### src/rtl/score_bcd.sv
// score_bcd: iterative double-dabble binary-to-BCD converter for the score display.
// One bit per clock, start/busy/done handshake, saturates to 9999.
module score_bcd #(
  parameter int WIDTH  = 14,
  parameter int MAXVAL = 9999
) (
  input  logic             clk,
  input  logic             reset,
  input  logic             start,
  input  logic [WIDTH-1:0] binary,
  output logic [15:0]      bcd,
  output logic             busy,
  output logic             done,
  output logic             overflow
);

  typedef enum logic [1:0] {
    IDLE,
    SHIFT,
    FINISH
  } state_t;

  localparam logic [WIDTH-1:0] MAX_W = WIDTH'(MAXVAL);
  localparam logic [3:0]       LAST  = 4'(WIDTH - 1);

  state_t           state;
  logic [WIDTH-1:0] bin_sh;
  logic [15:0]      scr;
  logic [15:0]      adj;
  logic [3:0]       cnt;
  logic             ovr;
  logic [15:0]      res;
  logic             res_ovf;
  logic             fin;

  always_comb begin
    adj = scr;
    for (int i = 0; i < 4; i++) begin
      if (scr[4*i +: 4] >= 4'd5)
        adj[4*i +: 4] = scr[4*i +: 4] + 4'd3;
    end
  end

  always_ff @(posedge clk) begin
    if (reset) begin
      state    <= IDLE;
      bin_sh   <= '0;
      scr      <= '0;
      cnt      <= '0;
      ovr      <= 1'b0;
      res      <= '0;
      res_ovf  <= 1'b0;
      fin      <= 1'b0;
      bcd      <= '0;
      busy     <= 1'b0;
      done     <= 1'b0;
      overflow <= 1'b0;
    end else begin
      busy <= (state != IDLE);
      // Result is staged one cycle so bcd and done publish together.
      done <= fin;
      fin  <= 1'b0;
      if (fin) begin
        bcd      <= res;
        overflow <= res_ovf;
      end
      unique case (state)
        IDLE: begin
          if (start) begin
            bin_sh <= binary;
            scr    <= '0;
            ovr    <= (binary > MAX_W);
            cnt    <= '0;
            state  <= SHIFT;
          end
        end
        SHIFT: begin
          scr    <= {adj[14:0], bin_sh[WIDTH-1]};
          bin_sh <= {bin_sh[WIDTH-2:0], 1'b0};
          cnt    <= cnt + 4'd1;
          if (cnt == LAST)
            state <= FINISH;
        end
        FINISH: begin
          res     <= ovr ? 16'h9999 : scr;
          res_ovf <= ovr;
          fin     <= 1'b1;
          state   <= IDLE;
        end
        default: state <= IDLE;
      endcase
    end
  end

endmodule
### config.mk
export PLATFORM = sky130hd
export DESIGN_NAME = score_bcd
export DESIGN_NICKNAME = d
export VERILOG_FILES = /design/src/rtl/score_bcd.sv
export SDC_FILE = /design/constraint.sdc
export NUM_CORES = 1
export LEC_CHECK = 0
export CAP_MARGIN = 20
export CELL_PAD_IN_SITES_DETAIL_PLACEMENT = 1
export CELL_PAD_IN_SITES_GLOBAL_PLACEMENT = 2
export CORE_MARGIN = 1
export CORE_UTILIZATION = 35
export CTS_BUF_LIST = sky130_fd_sc_hd__clkbuf_4
export CTS_CLUSTER_SIZE = 10
export DETAILED_ROUTE_END_ITERATION = 8
export GPL_TIMING_DRIVEN = 0
export PLACE_DENSITY = 0.8
export SLEW_MARGIN = 25
export SYNTH_ARGS = -nofsm -noshare
export SYNTH_HDL_FRONTEND = slang
export SYNTH_SLANG_ARGS = --single-unit
### constraint.sdc
create_clock -name clk -period 1.95 [get_ports clk]
set_input_delay 0.39 -clock clk [delete_from_list [all_inputs] [get_ports clk]]
set_output_delay 0.39 -clock clk [all_outputs]
set_load 0.05 [all_outputs]
==> impl_results.md <==
- Outcome: completed
- Largest net degree at the start of global routing: 14
- Seq/Total Area, Yosys: 0.482
- Worst-Margin Slew: roughly 0.60 ns
- Startpoint types: flip-flop
- Pins Over Slew Limit: 0
- Max H-tree Level: 3
- ANT nets after route: 0
- WL final: 7600 um
- Tot GR Track Use: 0.183
- Synthesized area per cell: 8.78 um^2
- Synthesis-to-finish area growth: 20.9%
- Post-layout min period: approximately 1.7 ns
- ANT cells: 0
- Fmax achieved: roughly 0.6 GHz
- FF+latch count, synth: 74
- Cell area after layout: about 3700 um^2
- Crit path buffers/inverters: 1
- Initial cell density of the core: 0.368
- Setup TNS: 0 ns
- DR pass1 iterations: 4
- CTS tree: yes
- Hold WC Path Type: reg -> reg
- GR met3 Demand/Resource: 0.0300
- Largest fanout on the critical path: 2
- Synth area leaders: dfxtp_1 48%, nor2_1 10%, mux2i_1 6.8%
- Share of layout cells above drive strength 1: 0.0823
- Final Hold Fails: 0
- Syn Inst Count: between 300 and 400
- DPL Wire Length: between 5000 and 6000 um
- Die W: 95.7 um
- Syn. warnings: 0
- Crit. End Element: output port
- DRT iter0 DRCs: 56
- Max Cap Violations: 0
- Critical Path AT: around 1.3 ns
- CP top delay family: buffers and inverters
- Max clock buf depth: 2
- Post-synth EDFFs: 0
- Count leader, synth: nor2_1
- Placed instance area: ~3600 um^2
- CP required: 1.56 ns
- Grt ovf: 0
- Post-route DRC violation count: 0
- Share of the synthesized area in the top cell type: 0.482
- Grt peak-use layer: met2
- Slew headroom: 0.602
- Total die area: between 9000 and 10000 um^2
- IO Count: 36
- Fin nets: approximately 420
- PortBufs: 35
- Worst VDD drop: roughly 0.35 mV
- RSZ-0062 raised after global routing: false
- CTS sink count: 74
- Vias in the first global route: around 2600
- Slowest stage cell, crit path: dlygate4sd2_1
- Initial antenna violation count: 0
- Root Driver: clkbuf_4
- CTS Hold Bufs: 0
- Top cell types by occurrence after synthesis: 83 x nor2_1, 74 x dfxtp_1, 23 x nor3_1
- Ys async rst share: 0
- Critical Path Max Stage Delay: ~0.53 ns
- GP Congestion: roughly 0.72
- Main synth FF type: dfxtp_1
- Die height: 95.7 um
- Setup CP Type: reg -> out
- Site row count: 33
- Vias/cell: roughly 5.0
- Yosys cell types: 30
- GR Layer Usage met1: 0.227
- P_leak: ~1.5 nW
- Global-route wire length before repair: roughly 13000 um
- Core area: 8340 um^2
- Mapped Nets: between 300 and 400
- CP Cell Sequence: dlygate4sd2_1
- Clock Latency Late Sink: about 0.42 ns
- Worst-path clk slew: roughly 0.13 ns
- TritonCTS Buffers: 9
- Yosys top cell by area: dfxtp_1
- Tcrit/Tclk final: 0.877
- Worst Skew: ~0.012 ns
- Post-Syn Area: 3070 um^2
- Pwr dens: 813 nW/um^2
- Vias: 2542
- WHS: between 0.4 and 0.5 ns
- Setup Viol. Count Final: 0
- Routed len/inst: around 15 um
- Met2 Usage GRT: 0.314
==> registers in the layout, indices dropped and copies added, names as in the netlist <==
signal and cells:
ovr 1, cnt 4, scr 16, bcd 16, busy 1, res_ovf 1
done 1, bin_sh 14, overflow 1, res 16, state 2, fin 1
==> worst paths after layout <==
path | start | slack (ns) | cells after the start | endpoint
setup / recovery | bcd[4]$_SDFFE_PP0P_ | 0.24 | 1 | bcd[4]
hold / removal | res[2]$_SDFFE_PP0P_ | 0.47 | 2 | res[2]$_SDFFE_PP0P_
setup reg to reg | state[1]$_SDFFE_PP0P_ | 0.34 | 5 | res[14]$_SDFFE_PP0P_
hold reg to reg | res[2]$_SDFFE_PP0P_ | 0.47 | 2 | res[2]$_SDFFE_PP0P_
==> metrics by stage <==
step	utilization	setup slack, ns	instances	total power, mW
2_1_floorplan	-	0.574	350	1.73
3_3_place_gp	0.426	-0.227	490	1.83
3_5_place_dp	0.426	-0.258	490	1.83
4_1_cts	0.445	0.203	506	3.06
5_1_grt	0.445	0.119	506	3.15
6_report	0.445	0.240	506	3.02
==> logic make-up after synthesis <==
| kind of cell | after synthesis | share of synthesized area |
|---|---|---|
| compound gates | 43 | 0.0908 |
| xor+xnor | 7 | 0.0200 |
| fa+ha+maj | 10 | 0.0407 |
| buf+inv | 34 | 0.0533 |
| flops | 74 | 0.482 |
| mux | 23 | 0.0757 |
| simple gates | 159 | 0.237 |
==> routing by layer <==
layer	routed length, um	share of wire
met1	3740	0.49
met2	3550	0.47
met3	204	0.027
met4	108	0.014
met5	0	0
==> cell type report <==
| type | count | area [um^2] |
|---|---|---|
| fillers | 990 | 4630 |
| clock inverters | 7 | 116 |
| flip-flops and latches | 74 | 1480 |
| inverters | 10 | 37.5 |
| repair buffers | 35 | 327 |
| well taps | 105 | 131 |
| multi-input cells | 242 | 1430 |
| plain buffers | 24 | 126 |
| clock buffers | 9 | 67.6 |
==> power breakdown <==
part	internal, mW	switching (mW)	total, mW
Sequential	1.55	0.0215	1.57
Combinational	0.0889	0.133	0.222
Clock	0.650	0.581	1.23
==> cells in the final DEF (no fill, tap or decap), types with 11 or more instances in the layout <==
master           instances
a21oi_1                 20
a22o_1                  11
buf_2                   11
clkdlybuf4s50_1         16
dfxtp_1                 74
dlygate4sd2_1           19
mux2i_1                 21
nand2_1                 12
nor2_1                  83
nor3_1                  23
nor4_1                  13
==> repair_timing <==
item / 4_1_cts / 5_1_grt
endpoints found under the setup margin: 19 / 0
gates resized for setup: 19 / 0
buffers inserted: 0 / 0
No activity file was read; power rests on OpenSTA's default activity.
